==> config.mk <==
export PLATFORM = sky130hd
export DESIGN_NAME = coherence_bus_control_flat
export DESIGN_NICKNAME = d
export VERILOG_FILES = /design/src/rtl/coherence_bus_control_if.sv /design/src/rtl/coherence_bus_control.sv /design/src/flat_wrapper.sv
export SDC_FILE = /design/constraint.sdc
export NUM_CORES = 1
export LEC_CHECK = 0
export BUFFER_PORTS_ARGS = -buffer_cell sky130_fd_sc_hd__buf_2
export CAP_MARGIN = 20
export CORE_AREA = 2 2 194 196
export DETAILED_ROUTE_END_ITERATION = 12
export DIE_AREA = 0 0 196 198
export GPL_TIMING_DRIVEN = 0
export SETUP_SLACK_MARGIN = 0.1
export SLEW_MARGIN = 20
export SYNTH_ARGS = -nofsm -noshare
export SYNTH_HDL_FRONTEND = slang
export SYNTH_SLANG_ARGS = --single-unit
==> constraint.sdc <==
create_clock -name CLK -period 1.8 [get_ports CLK]
set_input_delay 0.27 -clock CLK [delete_from_list [all_inputs] [get_ports CLK]]
set_output_delay 0.27 -clock CLK [all_outputs]
set_load 0.005 [all_outputs]
==> src/rtl/coherence_bus_control_if.sv <==
// rtl/coherence_bus_control_if.sv - cache-side and RAM-side signal bundle for the coherence bus controller
interface coherence_bus_control_if #(
    parameter int CPUS   = 2,
    parameter int WORD_W = 32
);
    // per-CPU cache requests and coherence responses
    logic [CPUS-1:0]        iREN;
    logic [CPUS-1:0]        dREN;
    logic [CPUS-1:0]        dWEN;
    logic [CPUS*WORD_W-1:0] iaddr;
    logic [CPUS*WORD_W-1:0] daddr;
    logic [CPUS*WORD_W-1:0] dstore;
    logic [CPUS-1:0]        ccwrite;
    logic [CPUS-1:0]        cctrans;

    // per-CPU stalls, load data and snoop requests
    logic [CPUS-1:0]        iwait;
    logic [CPUS-1:0]        dwait;
    logic [CPUS*WORD_W-1:0] iload;
    logic [CPUS*WORD_W-1:0] dload;
    logic [CPUS-1:0]        ccwait;
    logic [CPUS-1:0]        ccinv;
    logic [CPUS*WORD_W-1:0] ccsnoopaddr;

    // single-ported RAM; ramstate encoding FREE=0 BUSY=1 ACCESS=2 ERROR=3
    logic                   ramREN;
    logic                   ramWEN;
    logic [WORD_W-1:0]      ramaddr;
    logic [WORD_W-1:0]      ramstore;
    logic [WORD_W-1:0]      ramload;
    logic [1:0]             ramstate;

    // controller view
    modport master (
        input  iREN, dREN, dWEN, iaddr, daddr, dstore, ccwrite, cctrans,
        input  ramload, ramstate,
        output iwait, dwait, iload, dload, ccwait, ccinv, ccsnoopaddr,
        output ramREN, ramWEN, ramaddr, ramstore
    );

    // caches and RAM view
    modport slave (
        output iREN, dREN, dWEN, iaddr, daddr, dstore, ccwrite, cctrans,
        output ramload, ramstate,
        input  iwait, dwait, iload, dload, ccwait, ccinv, ccsnoopaddr,
        input  ramREN, ramWEN, ramaddr, ramstore
    );
endinterface

==> src/rtl/coherence_bus_control.sv <==
// rtl/coherence_bus_control.sv - dual-CPU MSI coherence bus controller; CC_STATS_EN adds c2c/inv counters
module coherence_bus_control #(
    parameter int CPUS   = 2,
    parameter int WORD_W = 32
) (
    input  logic                     CLK,
    input  logic                     nRST,
    coherence_bus_control_if.master  bus
`ifdef CC_STATS_EN
    ,
    output logic [31:0]              c2c_count,
    output logic [31:0]              inv_count
`endif
);
    localparam logic [1:0] RAM_ACCESS = 2'd2;

    typedef enum logic [2:0] {S_IDLE, S_WB, S_RAMRD, S_IFETCH, S_SNOOP, S_C2C} state_t;

    state_t            r_state;
    state_t            w_next;
    logic              r_req;
    logic              r_grant;
    logic              w_pick;
    logic              w_other;
    logic [CPUS-1:0]   w_any;
    logic              w_access;
    int                w_req_i;
    int                w_oth_i;
    logic [WORD_W-1:0] w_daddr_req;
    logic [WORD_W-1:0] w_iaddr_req;
    logic [WORD_W-1:0] w_dstore_req;
    logic [WORD_W-1:0] w_dstore_oth;

    assign w_any        = bus.iREN | bus.dREN | bus.dWEN;
    assign w_access     = (bus.ramstate == RAM_ACCESS);
    assign w_other      = (CPUS == 2) ? ~r_req : r_req;
    assign w_req_i      = int'(r_req);
    assign w_oth_i      = int'(w_other);
    assign w_daddr_req  = bus.daddr[w_req_i*WORD_W +: WORD_W];
    assign w_iaddr_req  = bus.iaddr[w_req_i*WORD_W +: WORD_W];
    assign w_dstore_req = bus.dstore[w_req_i*WORD_W +: WORD_W];
    assign w_dstore_oth = bus.dstore[w_oth_i*WORD_W +: WORD_W];

    // round-robin pick: on a tie, the CPU not granted last wins
    always_comb begin
        w_pick = 1'b0;
        if (CPUS == 2) begin
            if (w_any[0] && w_any[CPUS-1]) w_pick = ~r_grant;
            else                           w_pick = ~w_any[0];
        end
    end

    // state, requester and last-grant registers; requester/grant latch when leaving IDLE
    always_ff @(posedge CLK or negedge nRST) begin
        if (!nRST) begin
            r_state <= S_IDLE;
            r_req   <= 1'b0;
            r_grant <= 1'b1;
        end else begin
            r_state <= w_next;
            if (r_state == S_IDLE && w_next != S_IDLE) begin
                r_req   <= w_pick;
                r_grant <= w_pick;
            end
        end
    end

    // next state: a dropped request aborts, except a C2C RAM write which always completes
    always_comb begin
        w_next = r_state;
        unique case (r_state)
            S_IDLE: begin
                if (|w_any) begin
                    if (bus.dWEN[w_pick])      w_next = S_WB;
                    else if (bus.dREN[w_pick]) w_next = (bus.cctrans[w_pick] && CPUS == 2) ? S_SNOOP : S_RAMRD;
                    else                       w_next = S_IFETCH;
                end
            end
            S_WB:     if (!bus.dWEN[r_req] || w_access) w_next = S_IDLE;
            S_RAMRD:  if (!bus.dREN[r_req] || w_access) w_next = S_IDLE;
            S_IFETCH: if (!bus.iREN[r_req] || w_access) w_next = S_IDLE;
            S_SNOOP: begin
                if (!bus.dREN[r_req])          w_next = S_IDLE;
                else if (bus.cctrans[w_other]) w_next = bus.ccwrite[w_other] ? S_C2C : S_RAMRD;
            end
            S_C2C:    if (w_access) w_next = S_IDLE;
            default:  w_next = S_IDLE;
        endcase
    end

    // outputs: every wait stays high unless this state acknowledges it
    always_comb begin
        bus.iwait       = '1;
        bus.dwait       = '1;
        bus.iload       = '0;
        bus.dload       = '0;
        bus.ccwait      = '0;
        bus.ccinv       = '0;
        bus.ccsnoopaddr = '0;
        bus.ramREN      = 1'b0;
        bus.ramWEN      = 1'b0;
        bus.ramaddr     = '0;
        bus.ramstore    = '0;
        case (r_state)
            S_WB: begin
                bus.ramWEN   = 1'b1;
                bus.ramaddr  = w_daddr_req;
                bus.ramstore = w_dstore_req;
                if (w_access && bus.dWEN[r_req]) bus.dwait[r_req] = 1'b0;
            end
            S_RAMRD: begin
                bus.ramREN  = 1'b1;
                bus.ramaddr = w_daddr_req;
                if (w_access && bus.dREN[r_req]) begin
                    bus.dload[w_req_i*WORD_W +: WORD_W] = bus.ramload;
                    bus.dwait[r_req]                    = 1'b0;
                end
            end
            S_IFETCH: begin
                bus.ramREN  = 1'b1;
                bus.ramaddr = w_iaddr_req;
                if (w_access && bus.iREN[r_req]) begin
                    bus.iload[w_req_i*WORD_W +: WORD_W] = bus.ramload;
                    bus.iwait[r_req]                    = 1'b0;
                end
            end
            S_SNOOP: begin
                bus.ccwait[w_other]                       = 1'b1;
                bus.ccsnoopaddr[w_oth_i*WORD_W +: WORD_W] = w_daddr_req;
                bus.ccinv[w_other]                        = bus.ccwrite[r_req];
            end
            S_C2C: begin
                bus.ccwait[w_other]                 = 1'b1;
                bus.dload[w_req_i*WORD_W +: WORD_W] = w_dstore_oth;
                bus.ramWEN                          = 1'b1;
                bus.ramaddr                         = w_daddr_req;
                bus.ramstore                        = w_dstore_oth;
                if (w_access) begin
                    bus.dwait[r_req]   = 1'b0;
                    bus.dwait[w_other] = 1'b0;
                end
            end
            default: ;
        endcase
    end

`ifdef CC_STATS_EN
    logic [31:0] r_c2c_count;
    logic [31:0] r_inv_count;

    // count completed cache-to-cache transfers and snoops that left with an invalidate
    always_ff @(posedge CLK or negedge nRST) begin
        if (!nRST) begin
            r_c2c_count <= '0;
            r_inv_count <= '0;
        end else begin
            if (r_state == S_C2C && w_access) r_c2c_count <= r_c2c_count + 32'd1;
            if (r_state == S_SNOOP && w_next != S_SNOOP && bus.ccwrite[r_req])
                r_inv_count <= r_inv_count + 32'd1;
        end
    end

    assign c2c_count = r_c2c_count;
    assign inv_count = r_inv_count;
`endif
endmodule

==> src/flat_wrapper.sv <==
// flat-port wrapper written by rule: the top's interface ports become plain ports
module coherence_bus_control_flat 
#(
    parameter int CPUS   = 2,
    parameter int WORD_W = 32
)
  (CLK, nRST, bus_iREN, bus_dREN, bus_dWEN, bus_iaddr, bus_daddr, bus_dstore, bus_ccwrite, bus_cctrans, bus_ramload, bus_ramstate, bus_iwait, bus_dwait, bus_iload, bus_dload, bus_ccwait, bus_ccinv, bus_ccsnoopaddr, bus_ramREN, bus_ramWEN, bus_ramaddr, bus_ramstore);
  coherence_bus_control_if #(.CPUS(CPUS), .WORD_W(WORD_W)) bus_i ();
  input  logic CLK;
  input  logic nRST;
  input wire logic [$bits(bus_i.iREN)-1:0] bus_iREN;
  input wire logic [$bits(bus_i.dREN)-1:0] bus_dREN;
  input wire logic [$bits(bus_i.dWEN)-1:0] bus_dWEN;
  input wire logic [$bits(bus_i.iaddr)-1:0] bus_iaddr;
  input wire logic [$bits(bus_i.daddr)-1:0] bus_daddr;
  input wire logic [$bits(bus_i.dstore)-1:0] bus_dstore;
  input wire logic [$bits(bus_i.ccwrite)-1:0] bus_ccwrite;
  input wire logic [$bits(bus_i.cctrans)-1:0] bus_cctrans;
  input wire logic [$bits(bus_i.ramload)-1:0] bus_ramload;
  input wire logic [$bits(bus_i.ramstate)-1:0] bus_ramstate;
  output wire logic [$bits(bus_i.iwait)-1:0] bus_iwait;
  output wire logic [$bits(bus_i.dwait)-1:0] bus_dwait;
  output wire logic [$bits(bus_i.iload)-1:0] bus_iload;
  output wire logic [$bits(bus_i.dload)-1:0] bus_dload;
  output wire logic [$bits(bus_i.ccwait)-1:0] bus_ccwait;
  output wire logic [$bits(bus_i.ccinv)-1:0] bus_ccinv;
  output wire logic [$bits(bus_i.ccsnoopaddr)-1:0] bus_ccsnoopaddr;
  output wire logic [$bits(bus_i.ramREN)-1:0] bus_ramREN;
  output wire logic [$bits(bus_i.ramWEN)-1:0] bus_ramWEN;
  output wire logic [$bits(bus_i.ramaddr)-1:0] bus_ramaddr;
  output wire logic [$bits(bus_i.ramstore)-1:0] bus_ramstore;
  assign bus_i.iREN = bus_iREN;
  assign bus_i.dREN = bus_dREN;
  assign bus_i.dWEN = bus_dWEN;
  assign bus_i.iaddr = bus_iaddr;
  assign bus_i.daddr = bus_daddr;
  assign bus_i.dstore = bus_dstore;
  assign bus_i.ccwrite = bus_ccwrite;
  assign bus_i.cctrans = bus_cctrans;
  assign bus_i.ramload = bus_ramload;
  assign bus_i.ramstate = bus_ramstate;
  assign bus_iwait = bus_i.iwait;
  assign bus_dwait = bus_i.dwait;
  assign bus_iload = bus_i.iload;
  assign bus_dload = bus_i.dload;
  assign bus_ccwait = bus_i.ccwait;
  assign bus_ccinv = bus_i.ccinv;
  assign bus_ccsnoopaddr = bus_i.ccsnoopaddr;
  assign bus_ramREN = bus_i.ramREN;
  assign bus_ramWEN = bus_i.ramWEN;
  assign bus_ramaddr = bus_i.ramaddr;
  assign bus_ramstore = bus_i.ramstore;
  coherence_bus_control #(.CPUS(CPUS), .WORD_W(WORD_W)) u_core (.CLK(CLK), .nRST(nRST), .bus(bus_i));
endmodule
==> metrics list <==
* Global placement routability congestion: 0.9012
- Global routing used 19.36% of the available tracks across all layers.
- Count of standard-cell rows: 71
- The top cell types in the final layout, fill and taps aside, are 409 x sky130_fd_sc_hd__buf_2, 123 x sky130_fd_sc_hd__buf_6, 69 x sky130_fd_sc_hd__and2_4.
- Power density of the placed cells: 1254 nW/um^2
- Max-slew violation total from the final report: 0
* Clock network latency to the later pin of the worst-skew pair: 0.22 ns
- In the routed layout, each cell is associated on average with a via count of 4.594.
- Antenna violations before repair: 9
* Most area-consuming cells after synthesis: sky130_fd_sc_hd__mux2i_1 18%, sky130_fd_sc_hd__and2_1 17%, sky130_fd_sc_hd__a22o_1 16%
- Number of buffer cells added on primary ports: 503
* WP data arrival: 1.91 ns
* Fraction of power consumed by the clock network: 2.4%
* Number of buffers inserted during clock tree synthesis: 3
- Root Driver: sky130_fd_sc_hd__clkbuf_16
- In this run the worst hold path is classified as primary input to async pin.
- Setup repair after global routing could not meet its margin everywhere.
- For this design the static power due to leakage is 5.726 nW.
- The floorplan step set the die height to 198 um.
- Detailed routing inserted a total of 7613 vias.
- Yosys printed 0 warnings.
- For this run, design rule violations remaining after detail routing come to 0.
- The worst setup path is captured at an output pin.
- Hold is met by 0.3976 ns.
- In this run switching power makes up 47.26% of total power.
- In this run, distinct cell masters in the synthesized netlist total 43.
- After detailed routing, the total wire length is 42780 um.
- Largest fanout on the critical path: 9
- Overall die area: 38810 sq um
* Top_reg_cell synth: sky130_fd_sc_hd__dfrtp_1
- Layout fillers: 3710
- Vias in the first global route: 7499
* Cell internal pwr: 7.796 mW
* Total power: 14.78 mW
* Number of nets in the synthesized netlist: 794
* Period Utilization, post-route: 120.9%
- For this run, the detailed router's first-pass iteration total came to 5.
* Required time at the worst-slack endpoint: 1.53 ns
* Pin slew with the least headroom to its limit: 0.6595 ns
- Synthesis-stage register bit count: 5
- Synthesis produced 556 cells.
- Maximum root-to-sink buffer count: 2
- First-pass GRT wire length: 53710 um
* Portion of total power attributed to combinational logic: 95.9%
- Clock tree from TritonCTS: yes
- Synth top area share: 18.36%
- The worst setup path is of the flip-flop to output pin kind.
- The die is 196 um wide.
* Clock transition at path regs: 0.03 ns
- Maximum level of the CTS H-tree: 1
* Setup TNS: -75.59 ns
* Post-Synthesis Cell Area: 3545 sq um
- A synthesized cell averages 6.375 sq um.
- Part of the power in registers: 1.7%
* Final hold violation count: 0
- Antenna-violating nets left: 0
* Async SR Flop Fraction: 100.0%
- Largest net degree at the start of global routing: 11
- The flow ran to the end, but the final reports show violations.
* Share of cells above drive strength 1: 82.90%
- Of the synthesized area, sequential elements account for 3.565%.
* Area Overhead vs Synth: 232.6%
- GR Overflow Total: 0
* Sw Pwr: 6.984 mW
* Rel. slew slack: 55.69%
- Worst path setup slack after routing: -0.3769 ns
- Cell type with the largest total area after synthesis: sky130_fd_sc_hd__mux2i_1
* Floorplan core area: 36960 sq um
* Number of nets in the layout: 1420
* Peak ir drop on the vdd network: 0.7802 mV
- The final reports fail on negative setup slack.
* Final period demand of the worst path: 2.177 ns
- For this block, the initial DRC count from the detailed router was 328.
- Prior to clock tree synthesis, the placed netlist has a worst setup slack of -1.419 ns.
* Count of max-cap constraint violations: 0
* I/O Pins: 504
- Critical Path Source Type: flip-flop
- Setup violations remaining at the end of the flow were counted as 264.
- Cells fill 31.90% of the core in the end.
- Detailed placer's ending HPWL: 29800 um
- The synthesized design contains 0 enable-type register cells.
* Most common cell after layout, fill and taps aside: sky130_fd_sc_hd__buf_2
* Clock tree sinks: 5
* Final routed wire length divided by cell count: 25.82 um
* Effective utilization at floorplan: 9.592%
- Based on the critical path, the design can be clocked at up to 459.4 MHz.
* Worst clock skew: 0.0007923 ns
-- synthesized netlist by cell type (all sizes together) (2+ instances only) --
master  instances
a21oi          37
o211ai          5
nand3b          2
nor2           40
o21ai           5
nand2b          5
clkbuf         23
and2           99
o22ai          32
or3b            2
dfrtp           4
and3            3
buf            35
a211oi          2
inv             6
mux2i          65
nor2b           4
nor3            8
a22o           64
nand2         102
-- layer usage --
metal | global-route usage, % | vias up | wire (um)
li1 | - | 3238 | -
met1 | 21.24 | 3684 | 15580
met2 | 36.67 | 550 | 21850
met3 | 2.316 | 139 | 2611
met4 | 9.736 | 2 | 2723
met5 | 0 | - | 13
-- worst paths after layout --
check	start	to	slack, ns	cells after the start
hold reg to reg	u_core.r_grant$_DFFE_PN1P_	u_core.r_grant$_DFFE_PN1P_	0.56	2
setup reg to reg	u_core.r_state[2]$_DFF_PN0_	u_core.r_req$_DFFE_PN0P_	0.16	8
min in group CLK	bus_cctrans[0]	u_core.r_state[1]$_DFF_PN0_	0.43	4
hold / removal	nRST	u_core.r_state[0]$_DFF_PN0_	0.40	2
setup / recovery	u_core.r_state[1]$_DFF_PN0_	bus_ccsnoopaddr[52]	-0.38	7
max in group asynchronous	nRST	u_core.r_grant$_DFFE_PN1P_	1.19	2
-- cell type report --
cell class	count	area [sq um]	area share (%)
Timing Repair Buffer	624	4987	42.31
Multi-Input combinational cell	487	4923	41.76
Buffer	55	1041	8.830
Tap cell	474	593.1	5.031
Sequential cell	5	130.1	1.104
Clock buffer	4	78.83	0.6686
Inverter	6	30.03	0.2547
Antenna cell	2	5.005	0.04245
-- state kept, by name, summed over array words and instances, names as in the netlist --
name	cells
u_core.r_grant	1
u_core.r_state	3
u_core.r_req	1
-- power groups by stage --
stage	combinational (mW)	clock, mW	sequential [mW]
finish	14.2	0.359	0.252
global route	14.7	0.375	0.264
CTS	11.3	0.365	0.242
detailed placement	6.23	0	0.240
global placement	6.23	0	0.246
floorplan	3.22	0	0.222
-- through the flow --
step	area [sq um]	std cells
after floorplan	3545	556
after global placement	6655	1533
after detailed placement	6655	1533
after CTS	10140	1626
after global routing	11790	1657
final	11790	1657
-- worst max-delay path: stages, from the launching register on --
cell                        delay [ns]
sky130_fd_sc_hd__dfrtp_2          0.43
sky130_fd_sc_hd__or3b_4           0.41
sky130_fd_sc_hd__buf_8            0.14
sky130_fd_sc_hd__nor2_4           0.11
sky130_fd_sc_hd__buf_12           0.18
sky130_fd_sc_hd__clkbuf_16        0.17
sky130_fd_sc_hd__and2_4           0.15
sky130_fd_sc_hd__buf_6            0.09
-- cell families after synthesis --
kind of cell / count (synthesis) / share of synthesized area, %
AND/OR/NAND/NOR: 269 / 38.37
multiplexers: 65 / 18.35
AO/OA/AOI/OAI: 151 / 30.36
flip-flops: 5 / 3.565
buffers and inverters: 64 / 8.860
XOR/XNOR: 2 / 0.4943
-- what timing repair did --
| action | in CTS | in global routing |
|---|---|---|
| setup buffers | 61 | 27 |
| endpoints found under the hold margin | 4 | 0 |
| hold buffers | 1 | 0 |
| pin swaps | 169 | 112 |
| gates cloned | 28 | 12 |
| setup endpoints to repair | 266 | 267 |
| gates resized for setup | 545 | 293 |
(Power assumes the default switching activity.)
